$ cat src/rtl/i2c_target_regs_pkg.sv
// Shared definitions for the I2C target register block.
package i2c_target_regs_pkg;

  localparam int unsigned BYTE_W    = 8;
  localparam int unsigned BIT_CNT_W = 3;

  // Level seen on SDA during the acknowledge bit
  localparam logic I2C_ACK  = 1'b0;
  localparam logic I2C_NACK = 1'b1;

  typedef enum logic [3:0] {
    ST_IDLE,
    ST_ADDR,
    ST_ADDR_ACK,
    ST_PTR,
    ST_PTR_ACK,
    ST_WDATA,
    ST_WDATA_ACK,
    ST_RDATA,
    ST_RACK
  } state_t;

endpackage

$ cat src/rtl/i2c_line_filter.sv
// Pad synchronizer plus glitch filter with registered rise/fall strobes.
module i2c_line_filter #(
  parameter int unsigned FILTER_CK = 3
) (
  input  logic clk,
  input  logic rst,
  input  logic pad,
  output logic level,
  output logic rise,
  output logic fall
);

  localparam int unsigned CW = $clog2(FILTER_CK + 1);

  logic [1:0]    sync;
  logic [CW-1:0] cnt;

  // Two-flop synchronizer; idle bus level is high
  always_ff @(posedge clk or posedge rst) begin
    if (rst) sync <= 2'b11;
    else     sync <= {sync[0], pad};
  end

  // Accept a new level only after FILTER_CK consecutive differing samples
  always_ff @(posedge clk or posedge rst) begin
    if (rst) begin
      level <= 1'b1;
      cnt   <= '0;
      rise  <= 1'b0;
      fall  <= 1'b0;
    end else begin
      rise <= 1'b0;
      fall <= 1'b0;
      if (sync[1] != level) begin
        if (cnt == CW'(FILTER_CK - 1)) begin
          level <= sync[1];
          cnt   <= '0;
          rise  <= sync[1];
          fall  <= ~sync[1];
        end else begin
          cnt <= cnt + CW'(1);
        end
      end else begin
        cnt <= '0;
      end
    end
  end

endmodule

$ cat src/rtl/i2c_target_regs.sv
// I2C target serving a byte-wide register file with pointer-then-data access.
module i2c_target_regs
  import i2c_target_regs_pkg::*;
#(
  parameter logic [6:0]  I2C_ADDR  = 7'h50,
  parameter int unsigned AW        = 4,
  parameter int unsigned FILTER_CK = 3
) (
  input  logic          i_clk,
  input  logic          i_rst,
  input  logic          i_scl,
  input  logic          i_sda,
  output logic          o_sda_ld,
  output logic          o_wr_stb,
  output logic [AW-1:0] o_wr_addr,
  output logic [7:0]    o_wr_data,
  input  logic [AW-1:0] i_host_addr,
  output logic [7:0]    o_host_data
);

  localparam int unsigned DEPTH = 2 ** AW;

  logic scl_lvl, scl_rise, scl_fall;
  logic sda_lvl, sda_rise, sda_fall;

  i2c_line_filter #(.FILTER_CK(FILTER_CK)) u_scl_filt (
    .clk(i_clk), .rst(i_rst), .pad(i_scl),
    .level(scl_lvl), .rise(scl_rise), .fall(scl_fall)
  );

  i2c_line_filter #(.FILTER_CK(FILTER_CK)) u_sda_filt (
    .clk(i_clk), .rst(i_rst), .pad(i_sda),
    .level(sda_lvl), .rise(sda_rise), .fall(sda_fall)
  );

  logic start, stop;
  assign start = sda_fall & scl_lvl;
  assign stop  = sda_rise & scl_lvl;

  state_t               state, state_n;
  logic [BIT_CNT_W-1:0] cnt, cnt_n;
  logic [BYTE_W-1:0]    shift, shift_n;
  logic [AW-1:0]        ptr, ptr_n;
  logic                 rw, rw_n;
  logic                 sda_ld_n, wr_stb_n;
  logic [AW-1:0]        wr_addr_n;
  logic [7:0]           wr_data_n;
  logic                 reg_we;
  logic [BYTE_W-1:0]    byte_in, rd_byte;
  logic [7:0]           regs [DEPTH];

  assign byte_in = {shift[BYTE_W-2:0], sda_lvl};
  assign rd_byte = regs[ptr];

  // FSM, datapath and output register updates
  always_ff @(posedge i_clk or posedge i_rst) begin
    if (i_rst) begin
      state     <= ST_IDLE;
      cnt       <= '0;
      shift     <= '0;
      ptr       <= '0;
      rw        <= 1'b0;
      o_sda_ld  <= 1'b0;
      o_wr_stb  <= 1'b0;
      o_wr_addr <= '0;
      o_wr_data <= '0;
    end else begin
      state     <= state_n;
      cnt       <= cnt_n;
      shift     <= shift_n;
      ptr       <= ptr_n;
      rw        <= rw_n;
      o_sda_ld  <= sda_ld_n;
      o_wr_stb  <= wr_stb_n;
      o_wr_addr <= wr_addr_n;
      o_wr_data <= wr_data_n;
    end
  end

  // Next-state: START/STOP override, bits on SCL rise, SDA changes on SCL fall
  always_comb begin
    state_n   = state;
    cnt_n     = cnt;
    shift_n   = shift;
    ptr_n     = ptr;
    rw_n      = rw;
    sda_ld_n  = o_sda_ld;
    wr_stb_n  = 1'b0;
    wr_addr_n = o_wr_addr;
    wr_data_n = o_wr_data;
    reg_we    = 1'b0;
    if (start) begin
      state_n  = ST_ADDR;
      cnt_n    = '0;
      sda_ld_n = 1'b0;
    end else if (stop) begin
      state_n  = ST_IDLE;
      cnt_n    = '0;
      sda_ld_n = 1'b0;
    end else begin
      case (state)
        ST_ADDR, ST_PTR, ST_WDATA: begin
          if (scl_rise) begin
            shift_n = byte_in;
            cnt_n   = cnt + BIT_CNT_W'(1);
            if (cnt == BIT_CNT_W'(7)) begin
              if (state == ST_ADDR) begin
                if (byte_in[7:1] == I2C_ADDR) begin
                  state_n = ST_ADDR_ACK;
                  rw_n    = byte_in[0];
                end else begin
                  state_n = ST_IDLE;
                end
              end else if (state == ST_PTR) begin
                ptr_n   = byte_in[AW-1:0];
                state_n = ST_PTR_ACK;
              end else begin
                reg_we    = 1'b1;
                wr_stb_n  = 1'b1;
                wr_addr_n = ptr;
                wr_data_n = byte_in;
                ptr_n     = ptr + AW'(1);
                state_n   = ST_WDATA_ACK;
              end
            end
          end
        end
        ST_ADDR_ACK, ST_PTR_ACK, ST_WDATA_ACK: begin
          if (scl_fall) begin
            if (!o_sda_ld) begin
              sda_ld_n = ~I2C_ACK;
            end else if (state == ST_ADDR_ACK && rw) begin
              // Release of the ack is also the first data bit of the read
              sda_ld_n = ~rd_byte[7];
              shift_n  = {rd_byte[BYTE_W-2:0], 1'b0};
              cnt_n    = BIT_CNT_W'(1);
              state_n  = ST_RDATA;
            end else begin
              sda_ld_n = 1'b0;
              state_n  = (state == ST_ADDR_ACK) ? ST_PTR : ST_WDATA;
            end
          end
        end
        ST_RDATA: begin
          if (scl_fall) begin
            if (cnt == '0) begin
              sda_ld_n = 1'b0;
              state_n  = ST_RACK;
            end else begin
              sda_ld_n = ~shift[BYTE_W-1];
              shift_n  = {shift[BYTE_W-2:0], 1'b0};
              cnt_n    = cnt + BIT_CNT_W'(1);
            end
          end
        end
        ST_RACK: begin
          // Entered on a fall, so the rise (controller ack) always comes first
          if (scl_rise) begin
            ptr_n = ptr + AW'(1);
            if (sda_lvl == I2C_NACK) state_n = ST_IDLE;
          end else if (scl_fall) begin
            sda_ld_n = ~rd_byte[7];
            shift_n  = {rd_byte[BYTE_W-2:0], 1'b0};
            cnt_n    = BIT_CNT_W'(1);
            state_n  = ST_RDATA;
          end
        end
        default: ;
      endcase
    end
  end

  // Register file; cleared by reset
  always_ff @(posedge i_clk or posedge i_rst) begin
    if (i_rst) begin
      for (int unsigned i = 0; i < DEPTH; i++) regs[i] <= '0;
    end else if (reg_we) begin
      regs[ptr] <= byte_in;
    end
  end

  // Host read port, one-cycle latency, returns pre-write value on collision
  always_ff @(posedge i_clk or posedge i_rst) begin
    if (i_rst) o_host_data <= '0;
    else       o_host_data <= regs[i_host_addr];
  end

endmodule

$ cat config.mk
export PLATFORM = sky130hd
export DESIGN_NAME = i2c_target_regs
export DESIGN_NICKNAME = d
export VERILOG_FILES = /design/src/rtl/i2c_target_regs_pkg.sv /design/src/rtl/i2c_line_filter.sv /design/src/rtl/i2c_target_regs.sv
export SDC_FILE = /design/constraint.sdc
export NUM_CORES = 1
export LEC_CHECK = 0
export CORE_ASPECT_RATIO = 1.1
export CORE_MARGIN = 2
export CORE_UTILIZATION = 40
export CTS_BUF_LIST = sky130_fd_sc_hd__clkbuf_4 sky130_fd_sc_hd__clkbuf_8 sky130_fd_sc_hd__clkbuf_16
export CTS_CLUSTER_DIAMETER = 30
export DETAILED_ROUTE_END_ITERATION = 8
export GPL_TIMING_DRIVEN = 0
export MAX_ROUTING_LAYER = met4
export PLACE_DENSITY = 0.55
export SLEW_MARGIN = 20
export SYNTH_ARGS = -nofsm -noshare
export SYNTH_HDL_FRONTEND = slang
export SYNTH_SLANG_ARGS = --single-unit
$ cat constraint.sdc
create_clock -name i_clk -period 10.6 [get_ports i_clk]
set_clock_uncertainty 0.05 [all_clocks]
set_input_delay 2.65 -clock i_clk [delete_from_list [all_inputs] [get_ports i_clk]]
set_output_delay 2.65 -clock i_clk [all_outputs]
set_load 0.05 [all_outputs]
## Word-level counts from Yosys, hierarchy flattened

Cells that the tools add are included.

| storage, ports and cells | value |
|---|---|
| input port bits | 8 |
| flip-flop bits (word level) | 184 |
| word-level logic and storage cells | 191 |
| output and inout port bits | 22 |

| operators by class | value |
|---|---|
| $lt $le $gt $ge | 3 |
| multiplexer cells | 81 |
| reduce and logical (&&, ||, !) cells | 18 |
| equal/unequal tests | 37 |
| $add $sub $neg | 4 |
| bitwise gates (word level) | 12 |

Operators by type and width:

| kind | number |
|---|---|
| bitwise mux 128 bit | 1 |
| two-way mux 8 bit | 13 |
| two-way mux 4 bit | 17 |
| binary-select mux 8 bit (select 4 bit) | 2 |
| two-way mux 3 bit | 12 |
| demux 8 bit (select 4 bit) | 1 |
| one-hot mux 8 bit (4 select lines) | 1 |
| two-way mux 1 bit | 24 |
| != test 4 bit (second input constant) | 6 |
| AND reduction 7 bit | 3 |
| AND reduction 9 bit | 2 |
| equality test 4 x 3 -> 1 bit (second input constant) | 4 |
| != test 4 x 3 -> 1 bit (second input constant) | 4 |
| one-hot mux 4 bit (4 select lines) | 1 |
| two-way mux 2 bit | 6 |
| != test 2 bit (second input constant) | 6 |
| one-hot mux 3 bit (4 select lines) | 1 |
| AND reduction 11 bit | 1 |
| >= comparator 5 bit (second input constant) | 2 |
| != test 2 x 1 -> 1 bit (second input constant) | 5 |
| inverter 4 -> 5 bit | 2 |
| equality test 4 x 2 -> 1 bit (second input constant) | 2 |
| inverter 1 bit | 8 |
| one-hot mux 4 bit (2 select lines) | 1 |
| 23 further kinds | 30 |

## Depth between registers and ports, before layout

| logic depth | value |
|---|---|
| depth after elaboration | 11 |
| depth in mapped cells | 9 |
| mapped depth without buffers | 7 |

## By module

A second synthesis with hierarchy kept.

| second synthesis, totals | value |
|---|---|
| cell total of the unflattened synthesis | 742 |
| area total of the unflattened synthesis | 9720.6 um^2 |

By module, submodules not included:

| module | area each (um^2) | cells each | sequential area each (um^2) | instances |
|---|---|---|---|---|
| i2c_target_regs | 9225.1 | 712 | 4254.1 | 1 |
| i2c_line_filter | 247.7 | 15 | 178.9 | 2 |

## Worst setup path before layout

Ideal clock, no wire load.

| timing path | value |
|---|---|
| path kind | input to register |
| from | input i_host_addr[0] |
| to | register o_host_data[0] |
| path slack | 6.280 ns |
| library setup time | 0.138 ns |
| required time | 10.412 ns |
| stages on the path | 4 |
| arrival time | 4.131 ns |
| path through | clkbuf_1 buf_2 mux4_2 mux4_2 |

| on the way | value |
|---|---|
| cells in the longest elaborated chain, start to end | 4 |

RTL lines:

| item | line | source |
|---|---|---|
| start: declaration | i2c_target_regs.sv:17 | `input logic [AW-1:0] i_host_addr,` |
| inverter 4 -> 5 bit (not written as such) | i2c_target_regs.sv:185 | `else o_host_data <= regs[i_host_addr];` |
| binary-select mux 8 bit (select 4 bit) | i2c_target_regs.sv:185 |  |
| two-way mux 8 bit (not written as such) (2 in series) | i2c_target_regs.sv:185 |  |
| end signal: assignment | i2c_target_regs.sv:185 |  |
| end: declaration | i2c_target_regs.sv:18 | `output logic [7:0] o_host_data` |

No other way between the ends. The select of a mux whose other input is x is not followed.
A chain may end at the register's enable or synchronous reset.

## Worst setup path after layout

| timing path | value |
|---|---|
| from | input i_host_addr[1] |
| to | register o_host_data[6] |

The elaborated chain is that of the path after synthesis.

==> metrics.txt <==
FFs w/ async S/R, synth between 90% and 100%; cts hold-fix bufs 0; outcome finished clean; post-cts gate resize count 0; Net Count, Synth about 750; Inserted Diodes 0; setup repair after global routing missed its margin false; TritonCTS clock tree built; total number of H-tree levels 4; Worst setup EP type flop; antenna violations before repair 0; adder and majority gate portion of the synthesized area 0.8965%; WP buf/inv 2; final setup TNS 0 ps; max-slew headroom at the worst pin between 20% and 30%; share of Yosys cell area claimed by the top area cell type ~46%; first-pass GRT wire length approximately 43 mm; Worst setup SP type input port; required time of the critical path 10840 ps; post-synth top area cell sky130_fd_sc_hd__dfrtp_1; standard-cell rows between 50 and 60; total wire length after detailed routing approximately 28 mm; routed via count between 6k and 7k; category of the critical setup timing path input port to flop; largest driver fanout on the critical path 10; global-route usage over all layers between 20% and 30%; number of I/O port buffers 25; sum of internal, switching and leakage power 2.331 mW; Post-synth top cells sky130_fd_sc_hd__dfrtp_1, sky130_fd_sc_hd__mux2_2, sky130_fd_sc_hd__mux2i_1, sky130_fd_sc_hd__mux4_2; maximum single-stage delay on the critical path 820 ps; maximum clock rate between 0.2 and 0.25 GHz; final worst path period share between 40% and 50%; summed instance area of the synthesized netlist between 9000 and 10000 sq um; Hold Fails Final Rpt 0; clock root cell sky130_fd_sc_hd__clkbuf_16; worst-skew pair later-pin latency roughly 430 ps; via count of the first global-routing pass ~7k; TritonCTS Sinks roughly 180; cells along the critical path clkbuf_1, buf_1, mux4_2, mux4_2; power density over cell area around 210 nW/um^2; number of maximum-capacitance violations 0; most area-consuming cells after synthesis sky130_fd_sc_hd__dfrtp_1, sky130_fd_sc_hd__mux2_2, sky130_fd_sc_hd__mux4_2; average detailed-routed wire length per instance around 26 um; Seq/Total Area, Yosys a little under half; leakage power between 5 and 6 nW; initial drt markers about 510; number of setup violations in the final report 0; count of flip-flops with a built-in enable after synthesis 0; maximum clock path buffer count 2; peak supply drop 138.4 uV; effective utilization at floorplan about two fifths; Max Slew Vio Count 0; maximum number of pins on one net before global-route repair between 90 and 100; gate count after technology mapping between 700 and 800; type of the most critical hold path flop to flop; fraction of the mapped netlist area in compound gates 6.814%; die height about 170 um; count of warnings emitted by yosys 0; cts bufs inserted 17; floorplan core area ~24000 sq um; post-route minimum period 4526 ps; clock edge transition at the registers on the reported setup and hold paths 70 ps; post-CTS setup repair buffer count 0; arrival time of data at the critical path endpoint roughly 4800 ps; Area growth syn-to-layout 12.99%; measured slew at the worst slew-check pin between 1000 and 1500 ps; Worst path top cell family by delay buffers and inverters; post-synthesis register bit count around 180; synth unique cells approximately 60; portion of netlist area occupied by mux cells ~34%; final global-route overflow total 0; Top FF cell, synth sky130_fd_sc_hd__dfrtp_1; mean area per synthesized cell about 13 sq um; final weighted congestion in routability-driven placement ~0.89; fraction of final layout cells sized beyond drive strength 1 between 30% and 40%; via density per instance 5.879; share of synthesized cell area in and, or, nand and nor gates 7.313%; main combinational cell family by area after synthesis multiplexers; placed wire-length estimate a little under 20 mm; residual antenna-violating net count after detailed routing 0; width of the die between 150 and 200 um; most frequent cell after synthesis sky130_fd_sc_hd__dfrtp_1; most used cell, CP sky130_fd_sc_hd__mux4_2; overall die area roughly 26000 sq um; detailed-router iteration count before antenna repair 5; reg-to-reg setup timing slack 7940 ps; synthesized-area fraction occupied by xor and xnor cells 0%; total number of nets in the final design about 790; number of fillers in the final layout about 2.1k; count of boundary I/O pins 30; master of the slowest instance on the critical path sky130_fd_sc_hd__buf_1; remaining routing DRC violations 0
-- kinds of logic (layout without fill, tap and decap cells) --
family	after synthesis	count (layout)
buffers and inverters	80	138
AO/OA/AOI/OAI	94	94
multiplexers	254	254
AND/OR/NAND/NOR	112	112
adder cells (fa/ha/maj)	7	7
flip-flops	184	184
-- worst paths after layout --
check | depth (start not counted) | end | start
min in group asynchronous | 2 | o_wr_addr[3] | i_rst
min | 0 | u_scl_filt.sync[1] | u_scl_filt.sync[0]
max in group asynchronous | 3 | shift[5] | i_rst
min reg2reg | 0 | u_scl_filt.sync[1] | u_scl_filt.sync[0]
max reg2reg | 6 | shift[2] | state[1]
max | 4 | o_host_data[6] | i_host_addr[1]
-- cells in the final DEF, fill, tap and decap left out, types with 5 or more instances in the layout --
master / instances
sky130_fd_sc_hd__and2_1: 6
sky130_fd_sc_hd__nand2b_1: 8
sky130_fd_sc_hd__clkdlybuf4s50_1: 25
sky130_fd_sc_hd__a32oi_1: 6
sky130_fd_sc_hd__a22oi_1: 28
sky130_fd_sc_hd__ha_1: 7
sky130_fd_sc_hd__mux2i_1: 58
sky130_fd_sc_hd__dfstp_2: 6
sky130_fd_sc_hd__nand2_1: 26
sky130_fd_sc_hd__mux2_2: 141
sky130_fd_sc_hd__nand3_1: 5
sky130_fd_sc_hd__nand3_4: 6
sky130_fd_sc_hd__buf_2: 30
sky130_fd_sc_hd__nor2b_1: 8
sky130_fd_sc_hd__o21ai_0: 7
sky130_fd_sc_hd__nand4_1: 10
sky130_fd_sc_hd__a21oi_1: 20
sky130_fd_sc_hd__dfrtp_1: 178
sky130_fd_sc_hd__mux4_2: 43
sky130_fd_sc_hd__mux2_4: 12
sky130_fd_sc_hd__clkbuf_1: 30
sky130_fd_sc_hd__nor2_1: 15
sky130_fd_sc_hd__inv_1: 11
sky130_fd_sc_hd__clkbuf_16: 17
sky130_fd_sc_hd__and3_1: 10
sky130_fd_sc_hd__a211oi_1: 7
-- layout make-up --
| type | instances | area [sq um] | share of cell area (%) |
|---|---|---|---|
| buffer | 68 | 327.8 | 2.970 |
| clock buffer | 22 | 481.7 | 4.364 |
| clock inverter | 10 | 120.1 | 1.088 |
| inverter | 12 | 52.55 | 0.4761 |
| multi-input combinational | 467 | 4785 | 43.35 |
| sequential | 184 | 4612 | 41.78 |
| tap | 305 | 381.6 | 3.457 |
| timing repair buffer | 26 | 277.8 | 2.516 |
-- stage by stage --
step | utilization (%) | instance area, sq um | setup slack [ps] | std cells | hold slack, ps
after floorplan | - | 9769 | 2910 | 731 | 295.2
after global placement | 43.62 | 10400 | 558.7 | 1061 | 298.7
after detailed placement | 43.77 | 10440 | 5687 | 1062 | 297.9
after CTS | 46.29 | 11040 | 6129 | 1094 | 308.2
after global routing | 46.29 | 11040 | 6125 | 1094 | 315.0
final | 46.29 | 11040 | 6074 | 1094 | 307.3
-- power by group --
group / leakage, nW / switching, mW / internal (mW)
combinational: 2.29 / 0.599 / 0.291
clock: 0.294 / 0.279 / 0.373
sequential: 2.52 / 0.0374 / 0.752
-- flip-flops by register name, indices dropped and copies added, names as in the netlist, 2 cells and up --
name,flops
regs,128
o_host_data,8
o_wr_data,8
shift,8
o_wr_addr,4
ptr,4
state,4
cnt,3
u_scl_filt.cnt,2
u_scl_filt.sync,2
u_sda_filt.cnt,2
u_sda_filt.sync,2
-- layer usage --
metal	vias up	share of wire (%)	routed length, um	global-route usage (%)
met1	3374	43	12180	29.25
met2	182	51	14380	38.92
met3	46	3.6	1009	3.423
met5	-	0	0	-
met4	0	2.8	783	7.890
li1	2830	-	-	-
Note: power is estimated with default switching activity, not from simulation.
